===== config.mk =====
export PLATFORM = sky130hd
export DESIGN_NAME = tpum_ctrl
export DESIGN_NICKNAME = d
export VERILOG_FILES = /design/src/rtl/tpum_ctrl.sv
export SDC_FILE = /design/constraint.sdc
export NUM_CORES = 1
export LEC_CHECK = 0
export CAP_MARGIN = 15
export CORE_UTILIZATION = 53
export DETAILED_ROUTE_END_ITERATION = 7
export GPL_TIMING_DRIVEN = 0
export PLACE_DENSITY = 0.91
export SLEW_MARGIN = 20
export SYNTH_ARGS = -nofsm -noshare
export SYNTH_HDL_FRONTEND = slang
export SYNTH_SLANG_ARGS = --single-unit

===== constraint.sdc =====
create_clock -name clk -period 4.4 [get_ports clk]
set_input_delay 0.44 -clock clk [delete_from_list [all_inputs] [get_ports clk]]
set_output_delay 0.44 -clock clk [all_outputs]
set_load 0.05 [all_outputs]

===== src/rtl/tpum_ctrl.sv =====
// tpum_ctrl: operation controller for the TPUM datapath.
// Loads NUM_OPERANDS operands from the xbox read port, runs one engine
// (GEMM/BNN/PUM), hands the result to the xbox write port, and repeats
// for iter_count iterations. Supports abort and illegal-command reporting.
//
// state    | meaning
// ---------+-----------------------------------------------------------
// S_IDLE   | waiting for start; illegal commands raise err next cycle
// S_LOAD   | loading operand idx on each xbox_read_valid
// S_COMPUTE| engine running, waiting for compute_done
// S_WRITE  | result offered to xbox until xbox_write_isready
// S_DONE   | one-cycle completion pulse, then back to idle
module tpum_ctrl #(
    parameter int NUM_OPERANDS = 2,
    parameter int CNT_W        = 8,
    parameter int IDX_W        = (NUM_OPERANDS > 1) ? $clog2(NUM_OPERANDS) : 1
) (
    input  logic                    clk,
    input  logic                    rst_n,
    input  logic                    start,
    input  logic [1:0]              op_mode,
    input  logic [CNT_W-1:0]        iter_count,
    input  logic                    abort,
    input  logic                    xbox_read_valid,
    input  logic                    compute_done,
    input  logic                    xbox_write_isready,
    output logic [NUM_OPERANDS-1:0] reg_rd_en,
    output logic [2:0]              engine_sel,
    output logic                    compute_en,
    output logic                    xbox_write_ready,
    output logic                    busy,
    output logic                    done,
    output logic                    err
);

    typedef enum logic [4:0] {
        S_IDLE    = 5'b00001,
        S_LOAD    = 5'b00010,
        S_COMPUTE = 5'b00100,
        S_WRITE   = 5'b01000,
        S_DONE    = 5'b10000
    } state_t;

    localparam logic [IDX_W-1:0]        IDX_LAST = IDX_W'(NUM_OPERANDS - 1);
    localparam logic [NUM_OPERANDS-1:0] ONE_HOT0 = NUM_OPERANDS'(1);

    state_t           state_q, state_d;
    logic [IDX_W-1:0] idx_q, idx_d;
    logic [CNT_W-1:0] cnt_q, cnt_d;
    logic [2:0]       sel_q, sel_d;
    logic             err_q, err_d;
    logic             cmd_legal;
    logic [2:0]       sel_decoded;

    assign cmd_legal = (op_mode != 2'b00) && (iter_count != '0);

    // Map the host op_mode onto the one-hot engine select.
    always_comb begin
        sel_decoded = 3'b000;
        case (op_mode)
            2'b01:   sel_decoded = 3'b001;
            2'b10:   sel_decoded = 3'b010;
            2'b11:   sel_decoded = 3'b100;
            default: sel_decoded = 3'b000;
        endcase
    end

    // State, operand index, iteration counter, engine select and err pulse.
    always_ff @(posedge clk or negedge rst_n) begin
        if (!rst_n) begin
            state_q <= S_IDLE;
            idx_q   <= '0;
            cnt_q   <= '0;
            sel_q   <= 3'b000;
            err_q   <= 1'b0;
        end else begin
            state_q <= state_d;
            idx_q   <= idx_d;
            cnt_q   <= cnt_d;
            sel_q   <= sel_d;
            err_q   <= err_d;
        end
    end

    // Next-state logic; abort overrides every other transition outside idle.
    always_comb begin
        state_d = state_q;
        idx_d   = idx_q;
        cnt_d   = cnt_q;
        sel_d   = sel_q;
        err_d   = 1'b0;
        case (state_q)
            S_IDLE: begin
                if (start) begin
                    if (cmd_legal) begin
                        sel_d   = sel_decoded;
                        cnt_d   = iter_count;
                        idx_d   = '0;
                        state_d = S_LOAD;
                    end else begin
                        err_d = 1'b1;
                    end
                end
            end
            S_LOAD: begin
                if (xbox_read_valid) begin
                    if (idx_q == IDX_LAST) begin
                        idx_d   = '0;
                        state_d = S_COMPUTE;
                    end else begin
                        idx_d = idx_q + IDX_W'(1);
                    end
                end
            end
            S_COMPUTE: begin
                if (compute_done) begin
                    state_d = S_WRITE;
                end
            end
            S_WRITE: begin
                if (xbox_write_isready) begin
                    // The counter bottoms out at 1 so a full-scale count never wraps.
                    if (cnt_q == CNT_W'(1)) begin
                        state_d = S_DONE;
                    end else begin
                        cnt_d   = cnt_q - CNT_W'(1);
                        state_d = S_LOAD;
                    end
                end
            end
            S_DONE: begin
                state_d = S_IDLE;
                idx_d   = '0;
                cnt_d   = '0;
                sel_d   = 3'b000;
            end
            default: begin
                state_d = S_IDLE;
                idx_d   = '0;
                cnt_d   = '0;
                sel_d   = 3'b000;
            end
        endcase
        if (abort && (state_q != S_IDLE)) begin
            state_d = S_IDLE;
            idx_d   = '0;
            cnt_d   = '0;
            sel_d   = 3'b000;
            err_d   = 1'b0;
        end
    end

    // Operand load enable follows xbox_read_valid in the same cycle.
    always_comb begin
        reg_rd_en = '0;
        if ((state_q == S_LOAD) && xbox_read_valid) begin
            reg_rd_en = ONE_HOT0 << idx_q;
        end
    end

    assign engine_sel       = sel_q;
    assign compute_en       = (state_q == S_COMPUTE);
    assign xbox_write_ready = (state_q == S_WRITE);
    assign busy             = (state_q != S_IDLE);
    assign done             = (state_q == S_DONE);
    assign err              = err_q;

endmodule

-- Word-level counts from Yosys, hierarchy flattened
Index checks and enable logic that the tools add are counted.
- $add $sub $neg: 2
- equal/unequal tests: 20
- shifts and indexed selects: 1
- mux-type cells: 31
- reductions and logical operators: 12
- operators with widths (kind ; count):
    two-way mux 5 bit ; 8
    two-way mux 8 bit ; 5
    one-hot mux 8 bit (3 select lines) ; 1
    one-hot mux 5 bit (4 select lines) ; 1
    inequality test 3 bit (second input constant) ; 4
    two-way mux 1 bit ; 9
    two-way mux 3 bit ; 3
    inequality test 3 x 2 -> 1 bit (second input constant) ; 3
    one-hot mux 3 bit (3 select lines) ; 1
    equality test 8 x 1 -> 1 bit (second input constant) ; 1
    nonzero test 8 bit ; 1
    subtractor 8 x 1 -> 8 bit (second input constant) ; 1
    inequality test 2 x 1 -> 1 bit (second input constant) ; 3
    one-hot mux 3 bit (2 select lines) ; 1
    AND reduction 6 bit ; 1
    equality test 5 x 1 -> 1 bit (second input constant) ; 1
    equality test 5 x 2 -> 1 bit (second input constant) ; 1
    equality test 5 x 3 -> 1 bit (second input constant) ; 1
    equality test 5 x 4 -> 1 bit (second input constant) ; 1
    equality test 5 bit (second input constant) ; 1
    inequality test 5 x 1 -> 1 bit (second input constant) ; 1
    AND reduction 5 bit ; 1
    equality test 2 bit (second input constant) ; 2
    AND reduction 4 bit ; 1
    other kinds (10) ; 13
- register bits: 18
- output and inout port bits: 10
- word-level logic and storage cells: 71

-- Logic depth before layout (Yosys ltp)
Gate-level depths: netlist (run 1).
- word-level depth: 6
- gate-level depth with buffers: 7
- depth with buffers taken out: 6

-- Worst setup path after synthesis (run 1)
Ideal clock, no wire load.
- path kind: register to register
- from: register state_q[2]
- to: register cnt_q[7]
- data arrival time: 2847 ps
- data required time: 4303 ps
- setup slack: 1456 ps
- cell stages (with the launch flop): 5
- buffers on the path: 0
- clock period less this slack: 2944 ps
- cells stage by stage: dfrtp_1 -> and2b_1 -> nor4b_1 -> a22oi_1 -> o31ai_1
- elaborated cells on any way between the ends: 15
- those cells by class: eq/ne (10); mux (2); reduce/logical (3)
- RTL lines (item ; line ; source):
    start: declaration ; 47 ; state_t state_q, state_d;
    start signal: assignment ; 77 ; state_q <= state_d;
    equality test 5 x 4 -> 1 bit (*) ; n/a ;
    named net xbox_write_ready ; 30 ; output logic xbox_write_ready,
    inequality test 3 x 2 -> 1 bit (no source line) / one-hot mux 8 bit (3 select lines) (equally long branches) ; n/a ;
    AND reduction 5 bit (no source line) / two-way mux 8 bit (equally long branches) ; n/a ;
    end signal: assignment ; 79 ; cnt_q <= cnt_d;
    end: declaration ; 49 ; logic [CNT_W-1:0] cnt_q, cnt_d;
The timed path passes the listed nets; every way through them passes the cells marked *.
A chain may end at the register's enable or synchronous reset.

-- Worst setup path in the final report (run 1)
- from: register state_q[2]
- to: output port xbox_write_ready
- cells in the longest elaborated chain, start to end: 1
- RTL lines (item ; line ; source):
    equality test 5 x 4 -> 1 bit ; 163 ; assign xbox_write_ready = (state_q == S_WRITE);
    end: declaration ; 30 ;
No other way between the ends.

==> results of run 1 <==
## cell usage in the layout, fill, tap and decap left out, types with 4 or more instances in the layout
| master | n |
|---|---|
| a21oi_1 | 5 |
| clkdlybuf4s50_1 | 26 |
| dfrtp_1 | 17 |
| inv_1 | 5 |
| nand2_1 | 9 |
| nand3_1 | 4 |
| nor2_1 | 10 |
| nor3_1 | 4 |
| nor4_1 | 5 |
| o21ai_0 | 16 |
## routing by layer
layer | up-vias | track usage
met5 | - | 0
met1 | 536 | 0.356
met3 | 8 | 0.0283
met4 | 0 | 0.0833
met2 | 55 | 0.491
li1 | 523 | -
## per-stage QoR
step           area [µm²]  hold WS [ns]
2_1_floorplan        1150         0.144
3_3_place_gp         1440         0.467
3_5_place_dp         1440         0.469
4_1_cts              1480         0.502
5_1_grt              1480         0.517
6_report             1480         0.499
## cell families after synthesis
| family | after synthesis | synth area share |
|---|---|---|
| simple gates | 51 | 0.260 |
| xor+xnor | 5 | 0.0382 |
| buf+inv | 8 | 0.0327 |
| mux | 3 | 0.0327 |
| fa+ha+maj | 2 | 0.0218 |
| compound gates | 38 | 0.221 |
| flops | 18 | 0.394 |
## sequential cells by signal (all words and copies together), names as in the netlist
register,count
cnt_q,8
engine_sel,3
err,1
idx_q,1
state_q,5
## final timing paths
| kind | from | to | slack (ns) |
|---|---|---|---|
| max | state_q[2] | xbox_write_ready | 1.54 |
| min | engine_sel[1] | engine_sel[1] | 0.50 |
| max reg2reg | state_q[2] | engine_sel[2] | 2.37 |
| min reg2reg | engine_sel[1] | engine_sel[1] | 0.50 |
| max in group asynchronous | rst_n | idx_q | 3.26 |
| min in group asynchronous | rst_n | cnt_q[5] | 0.61 |
## power by group through the flow
stage / combinational, mW / sequential, mW / clock, mW
after floorplan: 0.306 / 0.304 / 0
after global placement: 0.447 / 0.279 / 0
after detailed placement: 0.460 / 0.282 / 0
after CTS: 0.463 / 0.280 / 0.105
after global routing: 0.504 / 0.291 / 0.113
final: 0.465 / 0.281 / 0.104
## critical path, stage by stage (launching register included)
cell,delay [ns]
dfrtp_1,0.45
and2b_1,0.30
nor4b_1,0.48
clkdlybuf4s50_1,0.90
## area by class of cell
type / instances / area [µm²] / area share
plain buffers: 2 / 15.0 / 0.0102
clock buffers: 4 / 36.3 / 0.0246
inverters: 6 / 22.5 / 0.0152
multi-input cells: 99 / 658 / 0.445
flip-flops and latches: 18 / 452 / 0.306
well taps: 27 / 33.8 / 0.0229
repair buffers: 26 / 260 / 0.176
==> results.ini, run 1 <==
[timing]
rsz0062_at_grt = no
worst_slack_ns = 1.54
setup_viol = 0
period_share = 0.650
slew_viol_final = 0
fin_setup_tns_ns = 0
tightest_slew_ns = 0.842
fin_crit_ns = 2.86
hold_viol = 0
max_freq_ghz = 0.350
timing.slew.headroom = 0.437
fin_skew_ns = 0.00786

[cts]
cts_made_buffers = 3
tritoncts = done
clk_pin_slew_ns = 0.11
cts_setup_buffers = 0
clkSinkCount = 18
root_buffer = clkbuf_4
clockBufferDepth = 2
clk-insertion-delay-late_ns = 0.30
ctsHoldBuffers = 0
cts.repair.resized = 0
htreeDepth = 1

[synth]
synth.distinct_cells = 42
syn_avg_cell_area_um2 = 9.18
synth-main-ff-cell = dfrtp_1
synth.most_common_cell = dfrtp_1
synth_edf_count = 0
syn_area_mm2 = 0.00115
yosys_warnings = 0
synth_seq_cells = 18
synth.area.top_cells = dfrtp_1 37%, o21ai_0 7.0%, nor2_1 3.3%, nand2_1 2.9%, nor4_1 2.7%
syn_inst = 125
synthArstFlopShare = 1.00
yosys.area.top_type_share = 0.371
synth.yosys.seq_area_share = 0.394
yosys.area.top_type = dfrtp_1
ys_top_cells_by_count = 17 x dfrtp_1, 16 x o21ai_0, 10 x nor2_1
syn-num-nets = 144

[global_route]
grt_pass1_vias = 1076
grt_overflow_total = 0
grt_pass1_wl_um = 4910
grt_max_degree = 19
antenna_found_initial = 0
grt_usage = 0.277

[routing]
drt_pass1_iterations = 4
met3_length_um = 183
routed_wl_um = 2960
drt-initial-drc-count = 46
vias = 1122
routed-wl-met2_um = 1450
viasPerCell = 6.16
routedWlPerCell_um = 16.3
highest_layer = met4
drc = 0
ant_nets = 0
wl_met1_um = 1280

[power]
power.leakage_nw = 0.619
peakVddDrop_mv = 0.455
combinationalPowerShare = 0.547
p_int_mw = 0.459
power.total_mw = 0.851
share_seq_of_total_power = 0.331
p_per_area_mw_per_mm2 = 576
p_clk_frac = 0.122
power_switching_mw = 0.392
switching_share = 0.461

[critical_path]
cp_data_required_time_ns = 3.96
r2r.worst_path.cells = 6
crit_fanout = 5
crit_type = register to output port
critPathCaptureType = output port
arrival_ns = 2.42
start_kind = register

[floorplan]
core_mm2 = 0.00200
die_y_um = 48.5
core.rowCount = 16
initial_utilization = 0.573
die_area_mm2 = 0.00235
die_width_um = 48.5
ios = 27

[finish]
fin_nets = 175
fill_cells = 150
diodes = 0
drive_gt1_frac = 0.103
final_cells = 182
syn_to_final_growth_pct = 28.8
final_util = 0.738

[worst_hold_path]
hold_path.class = register to register
hold_path_depth = 1

[flow_run]
drv_cap = 0

[placement]
place_hpwl_um = 2190
dp.cells = 178
place_congestion = 0.932
io_buffers = 26
dp_slack_ns = 1.89

[status]
outcome = finished clean

Power figures use the tool's default switching activity.
==> inputs of run 2 (changes only) <==
CORE_UTILIZATION = 44   (was 53)
PLACE_DENSITY = 0.82   (was 0.91)
clock period = 2.55 ns   (was 4.4 ns; I/O delays follow)
==> run 2 against run 1 <==
Compared with the run above: clock-buffer cell count stayed put; combinational power up 74%; hold slack worse by 0.072 ns; register-to-register slack worse by 1.9 ns; cell count increased by 1.6%; clock power grew 72%; power increased by 74%; critical endpoint is now compute_en; global-route usage down 4.1 points; first-iteration DRC count is 39% lower; die area rose by 20%; design area rose by 0.85%.
==> results.ini, run 2 (synthesis gave the netlist of run 1 again) <==
[status]
outcome = finished clean

[critical_path]
arrival_ns = 2.13  ; -0.29 ns
cp_data_required_time_ns = 2.30  ; -1.66 ns
cp_cell_sequence = nor2b_1, nor4b_1, clkdlybuf4s50_1
slowest_delay_ns = 0.87  ; -0.03 ns
start_kind = register
crit_fanout = 5  ; unchanged
crit_type = register to output port
critPathCaptureType = output port
slowest_stage = clkdlybuf4s50_1

[timing]
setup_viol = 0  ; unchanged
max_freq_ghz = 0.419
fin_setup_tns_ns = 0  ; unchanged
fin_skew_ns = 0.00230  ; -0.00556 ns
period_share = 0.936
worst_slack_ns = 0.164  ; -1.38 ns
slew_viol_final = 0  ; unchanged
hold_viol = 0  ; unchanged
tightest_slew_ns = 0.831  ; -0.0111 ns
timing.slew.headroom = 0.444  ; +0.00745
rsz0062_at_grt = no
fin_crit_ns = 2.39

[global_route]
grt_pass1_vias = 1029  ; -4.4%
grt_pass1_wl_um = 4720  ; -3.9%
grt_usage = 0.236  ; -0.0412
grt_overflow_total = 0  ; unchanged
antenna_found_initial = 0  ; unchanged
grt_max_degree = 19  ; unchanged

[placement]
place_congestion = 0.863  ; -7.5%
io_buffers = 26  ; unchanged
place_hpwl_um = 2210  ; +0.63%
dp_slack_ns = 0.255  ; -1.63 ns

[power]
power.total_mw = 1.48  ; +74%
p_per_area_mw_per_mm2 = 994  ; +73%
power_switching_mw = 0.689  ; +76%
p_clk_frac = 0.121  ; about the same
p_int_mw = 0.792  ; +73%
share_seq_of_total_power = 0.333  ; +0.002
combinationalPowerShare = 0.546  ; about the same
peakVddDrop_mv = 0.509  ; +12%
power.leakage_nw = 0.638  ; +3.1%
switching_share = 0.465  ; +0.00429

[flow_run]
drv_cap = 0  ; unchanged

[cts]
htreeDepth = 1  ; unchanged
clk-insertion-delay-late_ns = 0.29  ; about the same
clk_pin_slew_ns = 0.11  ; about the same
clkSinkCount = 18  ; unchanged
ctsHoldBuffers = 0  ; unchanged
cts_made_buffers = 3  ; unchanged
root_buffer = clkbuf_4
tritoncts = done
clockBufferDepth = 2  ; unchanged

[finish]
syn_to_final_growth_pct = 29.9
mostFrequentLayoutCell = clkdlybuf4s50_1
final_cell_mix = 25 x clkdlybuf4s50_1, 17 x dfrtp_1, 16 x o21ai_0
final-seq-area_um2 = 452  ; unchanged
regMostFlops = cnt_q
largest_reg_flops = 8  ; unchanged
fin_nets = 175  ; unchanged
drive_gt1_frac = 0.110  ; +0.00645
fill_cells = 227  ; +51%
multi_input_area_um2 = 664  ; +0.95%
diodes = 0  ; unchanged

[floorplan]
die_width_um = 53.1  ; +9.4%
initial_utilization = 0.463  ; -0.110
die_area_mm2 = 0.00282  ; +20%
ios = 27  ; unchanged
core_mm2 = 0.00248  ; +24%
core.rowCount = 18  ; +2
die_y_um = 53.1  ; +9.4%

[worst_hold_path]
hold_path.class = primary input to async pin

[routing]
drt-initial-drc-count = 28  ; -39%
drc = 0  ; unchanged
drt_pass1_iterations = 4  ; unchanged
viasPerCell = 6.01  ; -2.5%
vias = 1112  ; -0.89%
ant_nets = 0  ; unchanged
routedWlPerCell_um = 16.1  ; -1.1%
routed_wl_um = 2980  ; +0.51%

## run 2: changes by cell type in the layout (fill, tap and decap cells not counted)
cell and delta:
dlymetal6s2s_1 +1, nor4b_1 -1, nor4b_2 +1, clkdlybuf4s50_1 -1
## run 2: area by class of cell
cell class,count,share of cell area
clock buffer,4,0.0243
multi-input combinational,99,0.446
tap,30,0.0252
buffer,2,0.0101
sequential,18,0.303
inverter,6,0.0151
timing repair buffer,26,0.176
## run 2: final timing paths
kind                                     from             to  cells after the start  slack, ns
worst max-delay path               state_q[2]     compute_en                      3       0.16
worst min-delay path                    rst_n       cnt_q[6]                      1       0.43
worst max register to register     state_q[2]  engine_sel[2]                      6       0.52
worst min register to register  engine_sel[1]  engine_sel[1]                      1       0.50
max in group asynchronous               rst_n       cnt_q[1]                      1       1.61
min in group clk                engine_sel[1]  engine_sel[1]                      1       0.50
## run 2: power by group through the flow
stage / sequential [mW] / combinational [mW] / clock, mW
final: 0.494 / 0.808 / 0.179
after global routing: 0.508 / 0.875 / 0.199
after CTS: 0.491 / 0.804 / 0.183
after detailed placement: 0.497 / 0.796 / 0
after global placement: 0.485 / 0.767 / 0
after floorplan: 0.526 / 0.529 / 0
## run 2: through the flow
stage	area (µm²)	hold WS (ns)	cells	util
6_report	1490	0.427	185	0.602
3_5_place_dp	1450	0.483	181	0.586
5_1_grt	1490	0.480	185	0.602
2_1_floorplan	1150	-0.0406	125	-
4_1_cts	1490	0.452	185	0.601
3_3_place_gp	1450	0.463	181	0.586
## run 2: what timing repair did
action,in CTS,in global routing
endpoints found under the setup margin,0,1
setup buffers,0,0
gates resized for setup,0,1
## run 2: per-layer routing
layer / vias up / part of all wire / global-route usage
met4: 0 / 0.024 / 0.105
met5: - / 0 / 0
met3: 10 / 0.056 / 0.0374
met2: 44 / 0.48 / 0.386
li1: 524 / - / -
met1: 534 / 0.44 / 0.302
## run 2: worst max-delay path, delay by kind of cell (launching register included)
family                 cells  cell delay (ns)
DFF                        1             0.44
buffers and inverters      1             0.87
and+or+nand+nor            2             0.52
==> inputs of run 3 (changes only) <==
GPL_ROUTABILITY_DRIVEN = 0   (was unset)
==> results of run 3 <==
The final DEF is identical to that of run 2; final timing and power are the same.
